`config.mk`:
```
export PLATFORM = sky130hd
export DESIGN_NAME = hex_entry_32
export DESIGN_NICKNAME = d
export VERILOG_FILES = /design/src/rtl/hex_entry_32_pkg.sv /design/src/rtl/btn_debounce.sv /design/src/rtl/hex_entry_32.sv
export SDC_FILE = /design/constraint.sdc
export NUM_CORES = 1
export LEC_CHECK = 0
export CAP_MARGIN = 20
export CORE_ASPECT_RATIO = 1.2
export CORE_MARGIN = 2
export CORE_UTILIZATION = 60
export CTS_BUF_LIST = sky130_fd_sc_hd__clkbuf_8
export DETAILED_ROUTE_END_ITERATION = 8
export PLACE_DENSITY = 0.82
export SLEW_MARGIN = 5
export SYNTH_ARGS = -nofsm -noshare
export SYNTH_HDL_FRONTEND = slang
export SYNTH_HIERARCHICAL = 1
export SYNTH_SLANG_ARGS = --single-unit
```
`constraint.sdc`:
```
create_clock -name clk -period 2.9 [get_ports clk]
set_clock_uncertainty 0.05 [all_clocks]
set_input_delay 0.435 -clock clk [delete_from_list [all_inputs] [get_ports clk]]
set_output_delay 0.435 -clock clk [all_outputs]
set_load 0.03 [all_outputs]
```
`src/rtl/hex_entry_32_pkg.sv`:
```
// Shared constants and types for the 8-digit hex entry block and its display path.
// The debounce counter width is derived from the debounce period by debounce_width().
package hex_entry_32_pkg;

    localparam int NIBBLE_W = 4;
    localparam int DIGITS   = 8;
    localparam int DATA_W   = NIBBLE_W * DIGITS;
    localparam int COUNT_W  = 4;

    // Counter must be able to hold DEBOUNCE_CLOCKS itself.
    function automatic int debounce_width(input int clocks);
        return $clog2(clocks + 1);
    endfunction

    typedef enum logic [1:0] {
        ACT_NONE,
        ACT_PUSH,
        ACT_BACK,
        ACT_CLEAR
    } action_e;

endpackage

```
`src/rtl/btn_debounce.sv`:
```
// One raw button: 2-flop synchronizer, saturating-window debouncer and a
// registered one-cycle pulse on each debounced rising edge.
module btn_debounce
    import hex_entry_32_pkg::*;
#(
    parameter int DEBOUNCE_CLOCKS = 100_000
) (
    input  logic clk,
    input  logic rst_ni,
    input  logic btn_i,
    output logic pulse_o
);

    localparam int CNT_W = debounce_width(DEBOUNCE_CLOCKS);
    localparam logic [CNT_W-1:0] CNT_LAST = CNT_W'(DEBOUNCE_CLOCKS - 1);

    logic             sync_q1;
    logic             sync_q2;
    logic             level_q;
    logic             level_prev_q;
    logic [CNT_W-1:0] cnt_q;
    logic             pulse_q;

    // NOTE: all state here is sequential, so every assignment is non-blocking;
    // blocking assignments would let sync_q2 see this cycle's sync_q1.
    always_ff @(posedge clk or negedge rst_ni) begin
        if (!rst_ni) begin
            sync_q1      <= 1'b0;
            sync_q2      <= 1'b0;
            level_q      <= 1'b0;
            level_prev_q <= 1'b0;
            cnt_q        <= '0;
            pulse_q      <= 1'b0;
        end else begin
            sync_q1      <= btn_i;
            sync_q2      <= sync_q1;
            level_prev_q <= level_q;
            pulse_q      <= level_q & ~level_prev_q;

            // The count that would reach DEBOUNCE_CLOCKS flips the level instead.
            if (sync_q2 == level_q) begin
                cnt_q <= '0;
            end else if (cnt_q == CNT_LAST) begin
                level_q <= ~level_q;
                cnt_q   <= '0;
            end else begin
                cnt_q <= cnt_q + 1'b1;
            end
        end
    end

    assign pulse_o = pulse_q;

endmodule

```
`src/rtl/hex_entry_32.sv`:
```
// Hex digit entry register: push/back/clear buttons edit up to eight nibbles,
// newest nibble in data_o[3:0], with a one-cycle changed_o strobe.
module hex_entry_32
    import hex_entry_32_pkg::*;
#(
    parameter int DEBOUNCE_CLOCKS = 100_000
) (
    input  logic              clk,
    input  logic              rst_ni,
    input  logic [NIBBLE_W-1:0] sw_i,
    input  logic              btn_push_i,
    input  logic              btn_back_i,
    input  logic              btn_clr_i,
    output logic [DATA_W-1:0] data_o,
    output logic [COUNT_W-1:0] count_o,
    output logic              changed_o
);

    localparam logic [COUNT_W-1:0] COUNT_FULL = COUNT_W'(DIGITS);

    logic push_pulse;
    logic back_pulse;
    logic clr_pulse;

    btn_debounce #(.DEBOUNCE_CLOCKS(DEBOUNCE_CLOCKS)) u_push (
        .clk     (clk),
        .rst_ni  (rst_ni),
        .btn_i   (btn_push_i),
        .pulse_o (push_pulse)
    );

    btn_debounce #(.DEBOUNCE_CLOCKS(DEBOUNCE_CLOCKS)) u_back (
        .clk     (clk),
        .rst_ni  (rst_ni),
        .btn_i   (btn_back_i),
        .pulse_o (back_pulse)
    );

    btn_debounce #(.DEBOUNCE_CLOCKS(DEBOUNCE_CLOCKS)) u_clr (
        .clk     (clk),
        .rst_ni  (rst_ni),
        .btn_i   (btn_clr_i),
        .pulse_o (clr_pulse)
    );

    action_e action;

    // NOTE: action gets its default before any condition so this block can
    // never infer a latch when no button pulses.
    always_comb begin
        action = ACT_NONE;
        if (clr_pulse) begin
            action = ACT_CLEAR;
        end else if (back_pulse) begin
            action = ACT_BACK;
        end else if (push_pulse) begin
            action = ACT_PUSH;
        end
    end

    logic [DATA_W-1:0]  data_q;
    logic [COUNT_W-1:0] count_q;
    logic               changed_q;

    always_ff @(posedge clk or negedge rst_ni) begin
        if (!rst_ni) begin
            data_q    <= '0;
            count_q   <= '0;
            changed_q <= 1'b0;
        end else begin
            changed_q <= 1'b0;
            unique case (action)
                ACT_CLEAR: begin
                    data_q    <= '0;
                    count_q   <= '0;
                    changed_q <= 1'b1;
                end
                ACT_BACK: begin
                    // Backspace on an empty entry is silently ignored.
                    if (count_q != '0) begin
                        data_q    <= {{NIBBLE_W{1'b0}}, data_q[DATA_W-1:NIBBLE_W]};
                        count_q   <= count_q - 1'b1;
                        changed_q <= 1'b1;
                    end
                end
                ACT_PUSH: begin
                    data_q    <= {data_q[DATA_W-NIBBLE_W-1:0], sw_i};
                    changed_q <= 1'b1;
                    if (count_q != COUNT_FULL) begin
                        count_q <= count_q + 1'b1;
                    end
                end
                default: ;
            endcase
        end
    end

    assign data_o    = data_q;
    assign count_o   = count_q;
    assign changed_o = changed_q;

endmodule

```
Word-level counts from Yosys, hierarchy flattened
Cells that the tools add are included.

Logic and storage cells: 74. Register bits: 103. Bits of input ports: 9. Output and inout port bits: 37.

$add $sub $neg: 5. Equal/unequal tests: 12. Mux-type cells: 16. Bitwise operators: 12. Reductions and logical operators: 8.

Operator list (count): 17-bit two-way mux (6); 32-bit one-hot mux with 3 select lines (1); 17-bit by 1-bit adder with 17-bit output (second input constant) (3); 17-bit equality test (second input constant) (3); 32-bit two-way mux (1); 4-bit one-hot mux with 3 select lines (1); 1-bit NOT (9); 4-bit two-way mux (2); 2-bit AND reduction (4); 4-bit by 1-bit adder with 4-bit output (second input constant) (1); 2-bit equality test (second input constant) (2); 2-bit two-way mux (2); 2-bit inequality test (second input constant) (2); 4-bit inequality test (second input constant) (1); 4-bit nonzero test (1); 4-bit by 1-bit subtractor with 4-bit output (second input constant) (1); 1-bit AND (3); 1-bit equality test (3); 3-bit AND reduction (1); 3-bit nonzero test (1); 2-bit by 1-bit equality test with 1-bit output (second input constant) (1); 1-bit two-way mux (2); 1-bit one-hot mux with 2 select lines (1); 2-bit OR reduction (1).

Logic depth before layout (Yosys ltp)
Gate-level depths: netlist (run 1).

Depth after elaboration: 6. Gate-level depth with buffers: 11. Depth with buffers taken out: 10.

Cells and area by module
Netlist (run 1), hierarchy kept.

By module, submodules not included: btn_debounce (cells an instance 94, instances 3, sequential area each 550.5 um2, area each 1041.0 um2); hex_entry_32 (cells an instance 186, instances 1, sequential area each 925.9 um2, area each 2103.3 um2).

Worst setup path after synthesis (run 1)
No wires, ideal clock.

Path type: reg2reg. Start point: reg u_back.pulse_q (netlist: u_back/pulse_o). End point: reg count_q[3] (netlist: count_o[3]). Period minus slack after synthesis: 2339 ps. Path buffers: 1. Library setup time: 116 ps. Arrival time: 2173 ps. Stages on the path, launching flop included: 11. Path slack: 561 ps. Required time: 2734 ps. Cells stage by stage: dfrtp_1 or2_2 inv_1 ha_1 buf_2 inv_1 ha_1 nand3_1 and3_1 or2_2 o311ai_0.

Longest elaborated chain between the ends: 5. Elaborated cells between the ends (all ways): 10. Those cells by class: eq/ne: 5; mux: 3; reduce/logical: 2.

RTL lines: start, declared (line btn_debounce.sv:22) `logic pulse_q;`; start signal, assigned (line btn_debounce.sv:38) `pulse_q <= level_q & ~level_prev_q;`; 2-bit two-way mux (*) (line hex_entry_32.sv:54) `end else if (back_pulse) begin`; 2-bit two-way mux (*) (line hex_entry_32.sv:52) `if (clr_pulse) begin`; 2-bit by 1-bit equality test with 1-bit output or 2-bit equality test (tied branches) (line hex_entry_32.sv:72) `unique case (action)`; 2-bit inequality test (no line) or 3-bit nonzero test (tied branches); 3-bit AND reduction (no line); end signal, assigned (line hex_entry_32.sv:82) `count_q <= count_q - 1'b1;`; end signal, assigned (line hex_entry_32.sv:90) `count_q <= count_q + 1'b1;`; end, declared (line hex_entry_32.sv:62) `logic [COUNT_W-1:0] count_q;`.

Mark *: on every way between the ends. The rest lies on a longest branch, timed or not. A chain may end at the register's enable or synchronous reset.

Final worst setup path (run 1)
Start point: reg u_push.pulse_q (netlist: u_push/pulse_o). End point: reg count_q[3] (netlist: count_o[3]).

Longest elaborated chain between the ends: 6. Elaborated cells between the ends (all ways): 11. Those cells by class: eq/ne: 5; mux: 4; reduce/logical: 2.

RTL lines: start, declared (line btn_debounce.sv:22); start signal, assigned (line btn_debounce.sv:38); 1-bit two-way mux (*) (line hex_entry_32.sv:56) `end else if (push_pulse) begin`; 2-bit two-way mux (*) (line hex_entry_32.sv:54); 2-bit two-way mux (*) (line hex_entry_32.sv:52); 2-bit by 1-bit equality test with 1-bit output or 2-bit equality test (tied branches) (line hex_entry_32.sv:72); 2-bit inequality test (no line) or 3-bit nonzero test (tied branches); 3-bit AND reduction (no line).

Marked as above.

==> metrics.md, run 1 <==
| Metric | Value |
|---|---|
| CP endpoint kind | flop |
| Combinational share of power | 3.1% |
| Clock Tree Buf Depth | 2 |
| DRC | 0 |
| Most common cell after layout, fill and taps aside | dfrtp_1 |
| Clock share of power | 36.0% |
| Num CTS Buffers | 9 |
| Worst r2r src | u_push/pulse_o |
| Worst r2r path cells | 9 |
| Pre-CTS WS | 490.2 ps |
| Period utilisation layout | 84.05% |
| Detailed Route Iter0 Violations | 184 |
| Setup TNS | 0 ps |
| Vias per cell | 5.878 |
| Flop pwr share | 61.0% |
| Max-cap violations | 0 |
| Total core area | 0.008518 mm² |
| Mapped Cells | 468 |
| Die W | 89.20 µm |
| Final setup vio count | 0 |
| DPL Wire Length | 6910 µm |
| Sink Count | 103 |
| Max-slew headroom | 56.62% |
| Vias | 3709 |
| Seq cells post-synth | 103 |
| Top Ports | 46 |
| Clock transition at path regs | 110 ps |
| Sw frac | 24.94% |
| Worst path max stage delay | 390 ps |
| Input/output buffers | 45 |
| CP Launch Type | flop |
| Register area share after synthesis | 49.32% |
| First-pass GRT wire length | 17270 µm |
| Syn Area/Cell | 11.17 µm² |
| Final wirelength | 10190 µm |
| Cell Area, Synth | 0.005226 mm² |
| Largest net degree at the start of global routing | 54 |
| Slowest CP cell | dfrtp_1 |
| CP Cell Sequence | a21oi_2, inv_1, ha_1, inv_1, ha_1, a21oi_1, a21oi_1, or2_2, o311ai_0 |
| Fmax | 410.3 MHz |
| Worst-Margin Slew | 650.8 ps |
| Pwr Total | 2405 µW |
| Ant. Diodes | 0 |
| Status | finished clean |
| Crit-path max FO | 5 |
| Seq. cell area | 0.002577 mm² |
| Final Instance Area | 0.005902 mm² |
| Slew Viols, Final | 0 |
| DRT Pass-1 Iters | 5 |
| Layout cells sized above 1 | 15.56% |
| Post-CTS setup buffer count | 0 |
| Die area | 0.009476 mm² |
| Arr. time, crit path | 2640 ps |
| Critical R2R Capture | count_o[3] |
| Hold_ws | 27.50 ps |
| Yosys warns | 6 |
| Fillers | 672 |
| Post-route ant nets | 0 |
| Initial antenna violation count | 0 |
| Final WS setup | 462.7 ps |
| Ys async rst share | 100.0% |
| Worst reg2reg setup slack | 460 ps |
| Area Growth Syn to Fin | 12.93% |
| Clk root buf | clkbuf_8 |
| Global placer's final weighted congestion | 0.8469 |
| Chip Height | 106.2 µm |
| Post-synth EDFFs | 0 |
| Synth Flop Type | dfrtp_1 |
| Initial Utilization | 61.35% |
| Most frequent cells in the layout | dfrtp_1 (103), nor2_1 (76), clkdlybuf4s50_1 (44), nand4_1 (33), a22oi_1 (28) |
| Lkg Pwr | 0.002383 µW |
| CTS H-tree depth | 3 |
| Post-DP Area | 0.005714 mm² |
| TritonCTS clock tree | done |
| Synth cell types | 43 |
| Vias in the first global route | 3646 |
| Hold_buf cts | 0 |
| P per Cell Area | 407.4 mW/mm² |
| Crit path kind | flop to flop |
| DR WL/cell | 16.14 µm |
| Multi-input logic area | 0.002426 mm² |
| Resized cells post-CTS | 0 |
| Grt total ovfl | 0 |
| Row count | 37 |
| CP Data Required Time | 3100 ps |
| VDD IR-drop max | 0.0002308 V |
| Syn Nets | 486 |
| Fin. Hold Viols | 0 |
| Nets@finish | 527 |
| Tmin final | 2437 ps |
| Net switching power | 599.7 µW |
| RSZ-0062 raised after global routing | no |
| Worst skew pair latency | 370 ps |
| All-Layer GR Usage | 23.13% |
| Cell Int Power | 1805 µW |
| Worst hold-check path type | input pin to async pin |
[worst max path at each step]
| stage | to | startpoint |
|---|---|---|
| final | count_o[3] | u_push/pulse_o |
| after global placement | count_o[3] | u_back/pulse_o |
| after detailed placement | count_o[3] | u_back/pulse_o |
| after CTS | count_o[3] | u_push/pulse_o |
| after floorplan | count_o[3] | u_back/pulse_o |
| after global routing | count_o[3] | u_back/pulse_o |
[synth_stat cells (all sizes together), types with 7 or more instances]
cell / count / area, µm²
a21oi: 7 / 50.04
inv: 15 / 56.30
clkbuf: 10 / 37.54
buf: 13 / 128.9
nand2: 16 / 60.06
dfrtp: 103 / 2577
nand4: 33 / 206.5
ha: 8 / 100.1
xnor2: 19 / 166.4
and3: 7 / 58.80
nor4: 12 / 75.07
xor2: 27 / 236.5
nand3: 13 / 80.08
nor2: 77 / 296.5
a22oi: 28 / 210.2
mux2: 31 / 446.7
[worst max-delay path: cells and delay by family, from the launching register on]
| family | cells | cell delay (ps) |
|---|---|---|
| AOI/OAI and AO/OA | 4 | 840 |
| adders and majority gates | 2 | 510 |
| buffers and inverters | 2 | 230 |
| DFF | 1 | 390 |
| and+or+nand+nor | 1 | 290 |
[final cells by class]
type | count | area share, %
clock buffer | 9 | 2.099
clock inverter | 7 | 1.081
inverter | 15 | 0.9540
multi-input combinational | 327 | 41.11
sequential | 103 | 43.67
tap | 117 | 2.480
timing repair buffer | 53 | 8.607
[per-layer routing]
metal / up-vias / track usage [%] / wire length (µm)
met5: - / 0 / 0
met4: 0 / 8.316 / 129
met3: 10 / 5.124 / 389
met2: 98 / 34.92 / 5128
met1: 1857 / 32.83 / 4540
li1: 1744 / - / -
[through the flow]
step / util, % / std cells
floorplan: - / 468
global placement: 67.08 / 615
detailed placement: 67.08 / 615
CTS: 69.29 / 631
global route: 69.29 / 631
finish: 69.29 / 631
[cells by family after synthesis]
kind of cell	Yosys count	synth area share, %
AO/OA/AOI/OAI	50	7.541
AND/OR/NAND/NOR	185	18.94
multiplexers	37	9.935
adder cells (fa/ha/maj)	9	2.298
buffers and inverters	38	4.261
flip-flops	103	49.32
XOR/XNOR	46	7.709
[registers in the layout (all words and copies together), names as in the netlist]
| signal | count |
|---|---|
| data_o | 32 |
| u_back/cnt_q | 17 |
| u_clr/cnt_q | 17 |
| u_push/cnt_q | 17 |
| count_o | 4 |
| changed_o | 1 |
| u_back/level_prev_q | 1 |
| u_back/level_q | 1 |
| u_back/pulse_o | 1 |
| u_back/sync_q1 | 1 |
| u_back/sync_q2 | 1 |
| u_clr/level_prev_q | 1 |
| u_clr/level_q | 1 |
| u_clr/pulse_o | 1 |
| u_clr/sync_q1 | 1 |
| u_clr/sync_q2 | 1 |
| u_push/level_prev_q | 1 |
| u_push/level_q | 1 |
| u_push/pulse_o | 1 |
| u_push/sync_q1 | 1 |
| u_push/sync_q2 | 1 |
[power groups by stage]
stage / sequential [µW] / combinational (µW) / clock, µW
after global routing: 1470 / 86.1 / 954
after detailed placement: 1490 / 76.5 / 0
after global placement: 1490 / 74.0 / 0
after CTS: 1470 / 76.9 / 882
final: 1470 / 73.4 / 865
after floorplan: 1490 / 33.1 / 0
Note: power is estimated with default switching activity, not from simulation.
==> inputs of run 2 (changes only) <==
--- a/config.mk
+++ b/config.mk
@@ -8,10 +8,10 @@
 export CAP_MARGIN = 20
 export CORE_ASPECT_RATIO = 1.2
 export CORE_MARGIN = 2
-export CORE_UTILIZATION = 60
+export CORE_UTILIZATION = 54
 export CTS_BUF_LIST = sky130_fd_sc_hd__clkbuf_8
 export DETAILED_ROUTE_END_ITERATION = 8
-export PLACE_DENSITY = 0.82
+export PLACE_DENSITY = 0.78
 export SLEW_MARGIN = 5
 export SYNTH_ARGS = -nofsm -noshare
 export SYNTH_HDL_FRONTEND = slang
==> constraint.sdc (replaced) <==
create_clock -name clk -period 1.95 [get_ports clk]
set_clock_uncertainty 0.05 [all_clocks]
set_input_delay 0.2925 -clock clk [delete_from_list [all_inputs] [get_ports clk]]
set_output_delay 0.2925 -clock clk [all_outputs]
set_load 0.03 [all_outputs]
==> run 2 against run 1 <==
Net effect: the flow now finishes with violations (negative setup slack); worst hold slack improved by 280 ps; sequential power rose by 48%; sequential share of layout area fell by 2.4 points; first-iteration DRC count rose by 41%; maximum frequency rose by 20%; via count rose by 1.3%; critical endpoint unchanged; largest cell class unchanged.
==> metrics.md, run 2 (synthesis gave the netlist of run 1 again) <==
| Metric | Value |
|---|---|
| Final WS setup | -83.03 ps |
| All-Layer GR Usage | 21.26% |
| Vias | 3758 |
| Area Growth Syn to Fin | 19.44% |
| Fillers | 745 |
| Crit path kind | flop to flop |
| Total core area | 0.009467 mm² |
| Most common cell after layout, fill and taps aside | dfrtp_1 |
| Grt total ovfl | 0 |
| Critical R2R Capture | count_o[3] |
| Row count | 39 |
| CP endpoint kind | flop |
| CP Cell Sequence | buf_4, a21oi_4, inv_2, ha_4, inv_6, ha_4, a21oi_2, a21oi_2, or2_4, o311ai_2 |
| Final Instance Area | 0.006242 mm² |
| Seq. cell area | 0.002577 mm² |
| DR WL/cell | 15.87 µm |
| Status | finished, violations left |
| DPL Wire Length | 6742 µm |
| Largest net degree at the start of global routing | 40 |
| Slew Viols, Final | 0 |
| DRC | 0 |
| CP Launch Type | flop |
| Worst path max stage delay | 390 ps |
| Worst-Margin Slew | 474.2 ps |
| Sink Count | 103 |
| Failing checks | negative setup slack |
| Hold path endpoint | u_back/sync_q2 |
| Fin. Hold Viols | 0 |
| Crit path buf inv count | 3 |
| First-pass GRT wire length | 17860 µm |
| Hold path cells | 0 |
| P per Cell Area | 589.8 mW/mm² |
| Input/output buffers | 45 |
| Worst Hold Launch | u_back/sync_q1 |
| Multi-input logic area | 0.002501 mm² |
| DR top layer | met4 |
| Detailed Route Iter0 Violations | 260 |
| Initial antenna violation count | 0 |
| Chip Height | 111.8 µm |
| Worst hold-check path type | flop to flop |
| Period utilisation layout | 104.3% |
| CP Launch Point | u_clr/pulse_o |
| Final wirelength | 10380 µm |
| Initial Utilization | 55.21% |
| Slowest CP cell | dfrtp_1 |
| Worst reg2reg setup slack | -80 ps |
| WL met1 | 4538 µm |
| Die area | 0.01048 mm² |
| Vias in the first global route | 3751 |
| RSZ-0062 raised after global routing | yes |
| Global placer's final weighted congestion | 0.8137 |
| Vias per cell | 5.746 |
| Setup TNS | -757.5 ps |
| Clock Tree Buf Depth | 2 |
| Ant. Diodes | 0 |
| CP Data Required Time | 2170 ps |
| Arr. time, crit path | 2260 ps |
| Hold_ws | 307.4 ps |
| Post-route ant nets | 0 |
| Met3 WL | 343 µm |
| Lkg Pwr | 0.002522 µW |
| Worst r2r path cells | 10 |
| Worst skew pair latency | 380 ps |
| Largest register FFs | 32 |
| Clock transition at path regs | 90 ps |
| Num CTS Buffers | 9 |
| Clk root buf | clkbuf_8 |
| Top Ports | 46 |
| Post-DP Area | 0.005913 mm² |
| Max-cap violations | 0 |
| VDD IR-drop max | 0.0003911 V |
| Worst r2r src | u_clr/pulse_o |
| Crit-path max FO | 4 |
| Most frequent cells in the layout | dfrtp_1 (103), nor2_1 (76), clkdlybuf4s50_1 (43), nand4_1 (33), a22oi_1 (28) |
| TritonCTS clock tree | done |
| DRT Pass-1 Iters | 4 |
| Fmax | 491.9 MHz |
| Die W | 93.81 µm |
| Routed met2 length | 5230 µm |
| Nets@finish | 545 |
| CTS H-tree depth | 3 |
| Tmin final | 2033 ps |
| CP top delay family | compound AO/OA/AOI/OAI gates |
| Max-slew headroom | 68.39% |
| Final setup vio count | 17 |
| Layout cells sized above 1 | 20.34% |
[run 2: final cells by class]
class / instances / share of cell area (%)
multi-input combinational: 327 / 40.07
timing repair buffer: 71 / 11.91
sequential: 103 / 41.29
clock inverter: 5 / 1.042
inverter: 15 / 1.022
tap: 123 / 2.465
clock buffer: 10 / 2.205
[run 2: per-stage QoR]
stage / setup WS, ps / power, µW / instances / utilization [%]
finish: -83.03 / 3682 / 654 / 65.94
global placement: -30.65 / 2344 / 631 / 62.46
floorplan: -139.4 / 2265 / 468 / -
detailed placement: -95.24 / 2349 / 631 / 62.46
global route: -168.8 / 3828 / 654 / 65.94
CTS: -67.01 / 3723 / 652 / 65.46
[run 2: layer usage]
layer  vias to the layer above  GRT usage [%]
li1                       1774              -
met1                      1890          28.66
met2                        73          33.95
met3                        21          3.721
met4                         0          8.986
met5                         -              0
[run 2: report_power, final]
group	switching, µW	internal, µW	total, µW
clock network	736	635	1370
registers	22.4	2160	2180
logic	81.2	52.4	134
total	839	2840	3680
[run 2: worst max path at each step]
stage	end	slack [ps]	cells past startpoint
2_1_floorplan	count_o[3]	-140	10
3_3_place_gp	data_o[0]	-30	6
3_5_place_dp	data_o[0]	-100	6
4_1_cts	count_o[3]	-70	9
5_1_grt	count_o[3]	-170	10
6_report	count_o[3]	-80	10
[run 2: timing repair]
item / CTS / global route
resized for setup: 3 / 4
cloned: 1 / 0
pin swaps: 1 / 1
hold buffers: 1 / 0
setup endpoints to repair: 31 / 51
endpoints found under the hold margin: 32 / 0
setup buffers: 4 / 2
